**config.mk**
```make
export PLATFORM = sky130hd
export DESIGN_NAME = ysyx_25060170_fetch_unit_flat
export DESIGN_NICKNAME = d
export VERILOG_FILES = /design/src/rtl/ysyx_25060170_fetch_unit_if.sv /design/src/rtl/ysyx_25060170_fetch_unit.sv /design/src/flat_wrapper.sv
export SDC_FILE = /design/constraint.sdc
export NUM_CORES = 1
export LEC_CHECK = 0
export ABC_AREA = 1
export ABC_CLOCK_PERIOD_IN_PS = 4400
export BUFFER_PORTS_ARGS = -buffer_cell sky130_fd_sc_hd__buf_2
export CAP_MARGIN = 5
export CORE_MARGIN = 2
export CORE_UTILIZATION = 38
export DETAILED_ROUTE_END_ITERATION = 8
export PLACE_DENSITY = 0.59
export REMOVE_ABC_BUFFERS = 1
export SYNTH_ARGS = -nofsm -noshare
export SYNTH_HDL_FRONTEND = slang
export SYNTH_SLANG_ARGS = --single-unit
```
**constraint.sdc**
```tcl
create_clock -name clk -period 4.4 [get_ports clk]
set_input_delay 0.88 -clock clk [delete_from_list [all_inputs] [get_ports clk]]
set_output_delay 0.88 -clock clk [all_outputs]
set_load 0.01 [all_outputs]
```
**src/rtl/ysyx_25060170_fetch_unit_if.sv**
```systemverilog
// Fetch unit bus: imem request/response channel plus the instruction channel to the IDU.
// Latency: none (wires only).
// Backpressure: req_ready and out_ready are the only stall inputs; responses are never stalled.
interface ysyx_25060170_fetch_unit_if #(
    parameter int XLEN = 32
);
    logic            req_valid;
    logic            req_ready;
    logic [XLEN-1:0] req_addr;
    logic            rsp_valid;
    logic [XLEN-1:0] rsp_data;
    logic            rsp_err;
    logic            out_valid;
    logic            out_ready;
    logic [XLEN-1:0] out_pc;
    logic [XLEN-1:0] out_inst;
    logic            out_err;

    modport master (
        output req_valid, req_addr, out_valid, out_pc, out_inst, out_err,
        input  req_ready, rsp_valid, rsp_data, rsp_err, out_ready
    );

    modport slave (
        input  req_valid, req_addr, out_valid, out_pc, out_inst, out_err,
        output req_ready, rsp_valid, rsp_data, rsp_err, out_ready
    );
endinterface

```
**src/rtl/ysyx_25060170_fetch_unit.sv**
```systemverilog
// Instruction fetch: PC, credit-limited imem requests, stale-response dropping, fetch queue to IDU. Optional YSYX_25060170_FETCH_BYPASS_EN.
// Latency: response to out_valid 1 cycle (0 with YSYX_25060170_FETCH_BYPASS_EN when queue empty); redirect to new request 1 cycle.
// Backpressure: requests stop when outstanding + queued reaches FQ_DEPTH, so responses always have a queue slot.

module ysyx_25060170_fifo #(
    parameter int W     = 32,
    parameter int DEPTH = 4,
    parameter int CW    = $clog2(DEPTH) + 1
) (
    input  logic          clk,
    input  logic          rst,
    input  logic          flush,
    input  logic          push_vld,
    input  logic [W-1:0]  push_dat,
    input  logic          pop_vld,
    output logic [W-1:0]  head_dat,
    output logic [CW-1:0] count
);
    localparam int AW = $clog2(DEPTH);

    logic [W-1:0]  mem [DEPTH];
    logic [AW-1:0] wr_ptr;
    logic [AW-1:0] rd_ptr;

    always_ff @(posedge clk or negedge rst) begin
        if (!rst) begin
            wr_ptr <= '0;
            rd_ptr <= '0;
            count  <= '0;
        end else if (flush) begin
            wr_ptr <= '0;
            rd_ptr <= '0;
            count  <= '0;
        end else begin
            if (push_vld) wr_ptr <= wr_ptr + AW'(1);
            if (pop_vld)  rd_ptr <= rd_ptr + AW'(1);
            count <= count + CW'(push_vld) - CW'(pop_vld);
        end
    end

    // Storage is not reset; consumers qualify head_dat with count.
    always_ff @(posedge clk) begin
        if (push_vld && !flush) mem[wr_ptr] <= push_dat;
    end

    assign head_dat = mem[rd_ptr];
endmodule

module ysyx_25060170_fetch_unit #(
    parameter int              XLEN     = 32,
    parameter logic [XLEN-1:0] RESET_PC = 32'h8000_0000,
    parameter int              FQ_DEPTH = 4
) (
    input  logic                         clk,
    input  logic                         rst,
    input  logic                         jump_en,
    input  logic [XLEN-1:0]              jump_addr,
    ysyx_25060170_fetch_unit_if.master   bus
);
    localparam int CW = $clog2(FQ_DEPTH) + 1;

    typedef struct packed {
        logic [XLEN-1:0] pc;
        logic [XLEN-1:0] inst;
        logic            err;
    } fq_entry_t;

    logic [XLEN-1:0] pc;
    logic            run;
    logic [CW-1:0]   drop_cnt;
    logic [CW-1:0]   inflight;
    logic [CW-1:0]   qcount;
    logic [CW:0]     used;
    logic [XLEN-1:0] if_head;
    fq_entry_t       fq_head;
    fq_entry_t       fq_in;
    logic            req_fire;
    logic            rsp_keep;
    logic            fq_empty;
    logic            fq_push;
    logic            fq_pop;
    logic            byp;

    assign used     = {1'b0, inflight} + {1'b0, qcount};
    assign fq_empty = (qcount == '0);
    assign rsp_keep = bus.rsp_valid && (drop_cnt == '0);

    // run holds off the first request until one edge after reset release.
    assign bus.req_valid = run && (used < (CW+1)'(FQ_DEPTH)) && !jump_en;
    assign bus.req_addr  = pc;
    assign req_fire      = bus.req_valid && bus.req_ready;

`ifdef YSYX_25060170_FETCH_BYPASS_EN
    assign byp = rsp_keep && fq_empty && (inflight != '0);
`else
    assign byp = 1'b0;
`endif

    assign fq_in   = '{pc: if_head, inst: bus.rsp_data, err: bus.rsp_err};
    assign fq_push = rsp_keep && !jump_en && !(byp && bus.out_ready);
    assign fq_pop  = !fq_empty && bus.out_ready && !jump_en;

    always_ff @(posedge clk or negedge rst) begin
        if (!rst) begin
            pc       <= RESET_PC;
            run      <= 1'b0;
            drop_cnt <= '0;
        end else begin
            run <= 1'b1;
            if (jump_en) begin
                pc       <= jump_addr;
                // Everything still outstanding after this cycle belongs to the old path.
                drop_cnt <= inflight - CW'(bus.rsp_valid);
            end else begin
                if (req_fire) pc <= pc + XLEN'(4);
                if (bus.rsp_valid && (drop_cnt != '0)) drop_cnt <= drop_cnt - CW'(1);
            end
        end
    end

    ysyx_25060170_fifo #(.W(XLEN), .DEPTH(FQ_DEPTH), .CW(CW)) u_inflight (
        .clk      (clk),
        .rst      (rst),
        .flush    (1'b0),
        .push_vld (req_fire),
        .push_dat (pc),
        .pop_vld  (bus.rsp_valid),
        .head_dat (if_head),
        .count    (inflight)
    );

    ysyx_25060170_fifo #(.W($bits(fq_entry_t)), .DEPTH(FQ_DEPTH), .CW(CW)) u_fetch_q (
        .clk      (clk),
        .rst      (rst),
        .flush    (jump_en),
        .push_vld (fq_push),
        .push_dat (fq_in),
        .pop_vld  (fq_pop),
        .head_dat (fq_head),
        .count    (qcount)
    );

    assign bus.out_valid = !fq_empty || byp;
    assign bus.out_pc    = !fq_empty ? fq_head.pc   : (byp ? if_head      : '0);
    assign bus.out_inst  = !fq_empty ? fq_head.inst : (byp ? bus.rsp_data : '0);
    assign bus.out_err   = !fq_empty ? fq_head.err  : (byp && bus.rsp_err);
endmodule

```
**src/flat_wrapper.sv**
```systemverilog
// flat-port wrapper written by rule: the top's interface ports become plain ports
module ysyx_25060170_fetch_unit_flat 
#(
    parameter int              XLEN     = 32,
    parameter logic [XLEN-1:0] RESET_PC = 32'h8000_0000,
    parameter int              FQ_DEPTH = 4
)
  (clk, rst, jump_en, jump_addr, bus_req_valid, bus_req_addr, bus_out_valid, bus_out_pc, bus_out_inst, bus_out_err, bus_req_ready, bus_rsp_valid, bus_rsp_data, bus_rsp_err, bus_out_ready);
  ysyx_25060170_fetch_unit_if #(.XLEN(XLEN)) bus_i ();
  input  logic clk;
  input  logic rst;
  input  logic jump_en;
  input  logic [XLEN-1:0] jump_addr;
  output wire logic [$bits(bus_i.req_valid)-1:0] bus_req_valid;
  output wire logic [$bits(bus_i.req_addr)-1:0] bus_req_addr;
  output wire logic [$bits(bus_i.out_valid)-1:0] bus_out_valid;
  output wire logic [$bits(bus_i.out_pc)-1:0] bus_out_pc;
  output wire logic [$bits(bus_i.out_inst)-1:0] bus_out_inst;
  output wire logic [$bits(bus_i.out_err)-1:0] bus_out_err;
  input wire logic [$bits(bus_i.req_ready)-1:0] bus_req_ready;
  input wire logic [$bits(bus_i.rsp_valid)-1:0] bus_rsp_valid;
  input wire logic [$bits(bus_i.rsp_data)-1:0] bus_rsp_data;
  input wire logic [$bits(bus_i.rsp_err)-1:0] bus_rsp_err;
  input wire logic [$bits(bus_i.out_ready)-1:0] bus_out_ready;
  assign bus_req_valid = bus_i.req_valid;
  assign bus_req_addr = bus_i.req_addr;
  assign bus_out_valid = bus_i.out_valid;
  assign bus_out_pc = bus_i.out_pc;
  assign bus_out_inst = bus_i.out_inst;
  assign bus_out_err = bus_i.out_err;
  assign bus_i.req_ready = bus_req_ready;
  assign bus_i.rsp_valid = bus_rsp_valid;
  assign bus_i.rsp_data = bus_rsp_data;
  assign bus_i.rsp_err = bus_rsp_err;
  assign bus_i.out_ready = bus_out_ready;
  ysyx_25060170_fetch_unit #(.XLEN(XLEN), .RESET_PC(RESET_PC), .FQ_DEPTH(FQ_DEPTH)) u_core (.clk(clk), .rst(rst), .jump_en(jump_en), .jump_addr(jump_addr), .bus(bus_i));
endmodule
```
[Word-level counts from Yosys, hierarchy flattened]
Memory sizes are Yosys's and may differ from the RTL's.
Cells that the tools add are included.
Word-level totals
  flip-flop bits (word level): 50
  bits in writable memories: 388
  bits of input ports: 71
  output and inout bits: 99
  logic and storage cells: 58
  memories kept: 2
Operators by class
  $add $sub $neg: 12
  magnitude comparators: 1
  mux-type cells: 16
  reduce and logical (&&, ||, !) cells: 18
Memory list
  u_core.u_fetch_q.mem: depth 4, bits a word 65, rd ports 1, clocked after Yosys merged registers in 0, write ports 1, line ysyx_25060170_fetch_unit.sv:21  | logic [W-1:0] mem [DEPTH];
  u_core.u_inflight.mem: depth 4, bits a word 32, rd ports 1, clocked after Yosys merged registers in 0, write ports 1, line ysyx_25060170_fetch_unit.sv:21
Operators with widths (count)
  $mux W32: 4
  $add A32 B3 Y32 const B: 1
  $logic_and A1 B1 Y1: 9
  $mux W3: 3
  $sub A3 B1 Y3: 3
  $add A2 B1 Y2 const B: 4
  $mux W2: 4
  $reduce_bool A2 Y1: 4
  $add A3 B1 Y3: 2
  $logic_not A3 Y1: 2
  $mux W1: 5
  $add A3 B3 Y4: 1
  $lt A4 B3 Y1 const B: 1
  $reduce_bool A3 Y1: 1
  $sub A3 B1 Y3 const B: 1
  $logic_not A1 Y1: 2

[Depth between registers and ports, before layout]
  depth after elaboration: 7
  gate-level depth with buffers: 13
  depth with buffers taken out: 13

[Hierarchy]
From an unflattened synthesis, not the netlist that was laid out.
Unflattened totals
  cells, all modules: 1830
  area total of the unflattened synthesis: 19563.8 um2
By module, submodules not included
  ysyx_25060170_fifo (u_core.u_fetch_q): instances 1, cells an instance 810, area an instance 10705.3 um2, seq. area each 7982.7 um2
  ysyx_25060170_fifo (u_core.u_inflight): instances 1, cells an instance 426, area an instance 5549.1 um2, seq. area each 4018.9 um2
  ysyx_25060170_fetch_unit: instances 1, cells an instance 594, area an instance 3309.4 um2, seq. area each 902.1 um2

[Worst setup path after synthesis]
No wires, ideal clock.
  kind: input port to flip-flop
  start: input jump_en
  end: memory u_core.u_fetch_q.mem[0][0] in the netlist's numbering, enable pin
  library setup time: 488 ps
  arrival: 4167 ps
  required time: 3912 ps
  slack: -255 ps
  stages on the path: 5
  buffers on the path: 2
  path through: buf_2 buf_2 nor2_1 inv_1 nor2_1
Between the ends
  word-level cells in the longest chain between the ends: 5
RTL lines
  start: declaration: line flat_wrapper.sv:12  | input logic jump_en;
  $logic_not A1 Y1 *: line ysyx_25060170_fetch_unit.sv:43, ysyx_25060170_fetch_unit.sv:100
  $logic_and A1 B1 Y1: line ysyx_25060170_fetch_unit.sv:100  | assign fq_push = rsp_keep && !jump_en && !(byp && bus.out_ready);
  $logic_and A1 B1 Y1 *: line ysyx_25060170_fetch_unit.sv:43  | if (push_vld && !flush) mem[wr_ptr] <= push_dat;
  $mux W1 *: line ysyx_25060170_fetch_unit.sv:43
  $mux W1 (not written as such) *: line ysyx_25060170_fetch_unit.sv:43
  end: declaration: line ysyx_25060170_fetch_unit.sv:21
Mark *: on every way between the ends. The rest lies on a longest branch, timed or not.

[Final worst setup path]
  start: register u_core.u_fetch_q.rd_ptr[0]
  end: output bus_out_inst[11]
Between the ends
  word-level cells in the longest chain between the ends: 2
RTL lines
  start: declaration: line ysyx_25060170_fetch_unit.sv:23  | logic [AW-1:0] rd_ptr;
  start signal: assignment: line ysyx_25060170_fetch_unit.sv:36  | if (pop_vld) rd_ptr <= rd_ptr + AW'(1);
  $mem_v2 Z4 W65
  $mux W32: line ysyx_25060170_fetch_unit.sv:145  | assign bus.out_inst = !fq_empty ? fq_head.inst : (byp ? bus.rsp_data : '0);
  end: declaration: line flat_wrapper.sv:18  | output wire logic [$bits(bus_i.out_inst)-1:0] bus_out_inst;
Every way passes these cells.

==> results.md <==
- Status: completed
- Synth Cell Area: 18300 um2
- CTS root buffer: clkbuf_16
- Met2 usage: 0.311
- Max-cap viol count: 0
- Top post-synthesis cells by count: 388 x edfxtp_1, 381 x nor2_1, 209 x nand2_1, 205 x o21ai_0, 69 x a21oi_1
- GRT Total Usage: 0.186
- Final setup margin: approximately 0.73 ns
- Post-Place Setup Slack: about 1.2 ns
- # clock sinks: ~440
- Post-layout min period: between 3 and 4 ns
- Ports: 170
- Slew headroom: 0.236
- Post-CTS setup buffer count: 0
- Reg-to-reg critical path endpoint: u_core.u_inflight.mem[1][3]$_DFFE_PP_
- Fmax: 0.272 GHz
- Crit Path Max Fanout: 37
- Die height: about 220 um
- Syn. warnings: 0
- Syn Inst Count: roughly 1600
- Gr busiest metal: met2
- CTS Buf Count: 46
- Final Hold Fails: 0
- Main flop type after synthesis: edfxtp_1
- DRT iter0 DRCs: between 900 and 1000
- Clock Skew: approximately 0.012 ns
- Global-route wire length before repair: just over 70 mm
- Final net count: ~1900
- Vias in the first global route: approximately 12000
- Post-DRT Antenna Nets: 0
- Placed Cells: 2334
- Critical path arrival: approximately 2.8 ns
- Port Buffers: between 150 and 200
- Number of hold buffers added after cts: 0
- Top cells by area, synth: edfxtp_1 64%, nor2_1 7.8%, dfrtp_1 6.7%, o21ai_0 5.6%, nand2_1 4.3%
- Worst EP required: between 3 and 4 ns
- Total global routing overflow: 0
- Filler cell count: approximately 4400
- Final worst path period share: 0.835
- Netlist cell types: 35
- FF-to-FF Start: u_core.u_fetch_q.count[2]$_DFF_PN0_
- Post-Layout Cell Count: about 2400
- CP endpoint kind: output port
- H-tree depth: 2
- Number of synthesized flops with an enable pin: slightly below 400
- Grt met1 use: 0.252
- Initial antenna violation count: 0
- Maximum clock insertion buffer count: 3
- Most frequent cell after synthesis: edfxtp_1
- Reg2Reg Setup Slack: 1.82 ns
- PD cells: 585 nW/um2
- Largest net degree at the start of global routing: 66
- CTS tree: yes
- Clk Latency, worst-skew pair: around 0.57 ns
- Max Slew Vio Count: 0
- Area Growth Syn to Fin: 16.1%
- DRT Wirelength: roughly 46 mm
- Antenna diodes: 0
- Core area: 47500 um2
- Register area share after synthesis: 0.706
- Via Count: around 12000
- Peak VDD IR: between 0.3 and 0.4 mV
- M3 GR Usage: 0.0282
- Initial Utilization: 0.384
- Multi-input gate area: ~4800 um2
- Setup CP Type: reg -> out
- # resized after CTS: 0
- Yosys top cell area share: 0.638
- Drt first pass iters: 5
- Routed length per instance: about 19 um
- Average cell area after synthesis: 11.4 um2
- Asr flop ratio synth: 0.114
- Sequential cell area: 12900 um2
- Number of remaining DRC errors: 0
- Detailed Place HPWL: 27.9 mm
- Avg Vias per Cell: between 5 and 6
- HP Class: in -> async
- Slew @ Worst Pin: approximately 1.1 ns
- RSZ-0062 raised after global routing: no
- Share of cells above drive strength 1: 0.162
- Reg2reg path depth: 7
- Critical Path Source Type: flip-flop
- Die area: roughly 50000 um2
- Synth area leader: edfxtp_1
- Rows: 80
- CTS clock-pin slew for the worst setup and hold paths: around 0.060 ns
- Gpl congestion: about 0.8
- Leakage: 7.88 nW
- Die width: 223 um
- Final setup fails: 0
- Seq cells post-synth: 438
[metrics by stage]
step	total power, mW	setup TNS [ns]	cell area [um2]	hold slack, ns	util
floorplan	7.33	-38.72	17900	0.501	-
global placement	8.82	0	19800	0.542	0.416
detailed placement	8.90	0	19800	0.557	0.416
CTS	12.6	0	21200	0.450	0.446
global route	13.1	0	21200	0.487	0.446
finish	12.4	0	21200	0.440	0.446
[metal layers]
layer	wire length [um]	vias to the layer above
met5	0	-
met4	1020	0
met3	2340	60
met2	22300	316
met1	20700	6005
li1	-	5854
[cell families (layout without fill, tap and decap cells)]
group           count (synthesis)  after routing  synth area share
other cells                     1              1          0.000205
flops                         438            438             0.706
xor+xnor                       16             16           0.00767
compound gates                314            314            0.0892
fa+ha+maj                      21             21            0.0152
buf+inv                       155            349            0.0362
simple gates                  661            661             0.145
[layout by cell type (no fill, tap or decap), types with 5 or more instances in the layout]
cell | synthesis | routed
nand2_1 | 209 | 209
clkinv_2 | 0 | 6
nand3_1 | 50 | 50
buf_2 | 19 | 169
dfrtp_1 | 49 | 46
edfxtp_1 | 388 | 388
clkinv_1 | 2 | 13
clkbuf_1 | 41 | 10
xor2_1 | 8 | 8
nand2_2 | 5 | 5
inv_1 | 67 | 66
buf_4 | 13 | 23
ha_1 | 19 | 19
xnor2_1 | 8 | 8
clkbuf_16 | 0 | 46
a21oi_1 | 69 | 69
o21ai_0 | 205 | 205
nor2_4 | 8 | 17
o22ai_1 | 32 | 32
nor2_1 | 381 | 372
[sequential cells by signal, summed over array words and instances (netlist names), 3 cells and up]
register	count
u_core.u_inflight.mem	128
u_core.u_inflight.count	3
u_core.u_fetch_q.mem	260
u_core.u_fetch_q.count	3
u_core.drop_cnt	3
u_core.bus.req_addr	32
[how the worst max path moves through the flow]
stage                                                start                                  end  slack (ns)  cells past startpoint
floorplan           u_core.u_fetch_q.rd_ptr[0]$_DFFE_PN0P_                     bus_out_inst[30]       -0.53                      3
global placement                                   jump_en  u_core.bus.req_addr[17]$_DFFE_PN0P_        1.26                      7
detailed placement                                 jump_en  u_core.bus.req_addr[12]$_DFFE_PN0P_        1.19                      7
CTS                 u_core.u_fetch_q.rd_ptr[0]$_DFFE_PN0P_                       bus_out_pc[31]        0.66                      6
global route        u_core.u_fetch_q.rd_ptr[0]$_DFFE_PN0P_                       bus_out_pc[31]        0.50                      6
finish              u_core.u_fetch_q.rd_ptr[0]$_DFFE_PN0P_                     bus_out_inst[11]        0.73                      7
[final cells by class]
type,count,share of cell area
Timing Repair Buffer,195,0.0509
Clock buffer,56,0.0561
Clock inverter,25,0.0101
Inverter,73,0.0130
Sequential cell,438,0.609
Tap cell,615,0.0363
Multi-Input combinational cell,1013,0.225
[power by group]
| group | internal [mW] | switching, mW | leakage, nW | total, mW |
|---|---|---|---|---|
| Combinational | 1.00 | 2.30 | 3.09 | 3.30 |
| Sequential | 5.10 | 0.361 | 4.11 | 5.46 |
| Clock | 2.10 | 1.56 | 0.678 | 3.66 |
[worst max-delay path, stage by stage (launching register included)]
cell and delay (ns):
dfrtp_4 0.71, buf_4 0.41, buf_4 0.41, nor2_1 0.09, nor2_1 0.10, o21ai_0 0.09
a21oi_1 0.21, buf_2 0.17
Note: power is estimated with default switching activity, not from simulation.
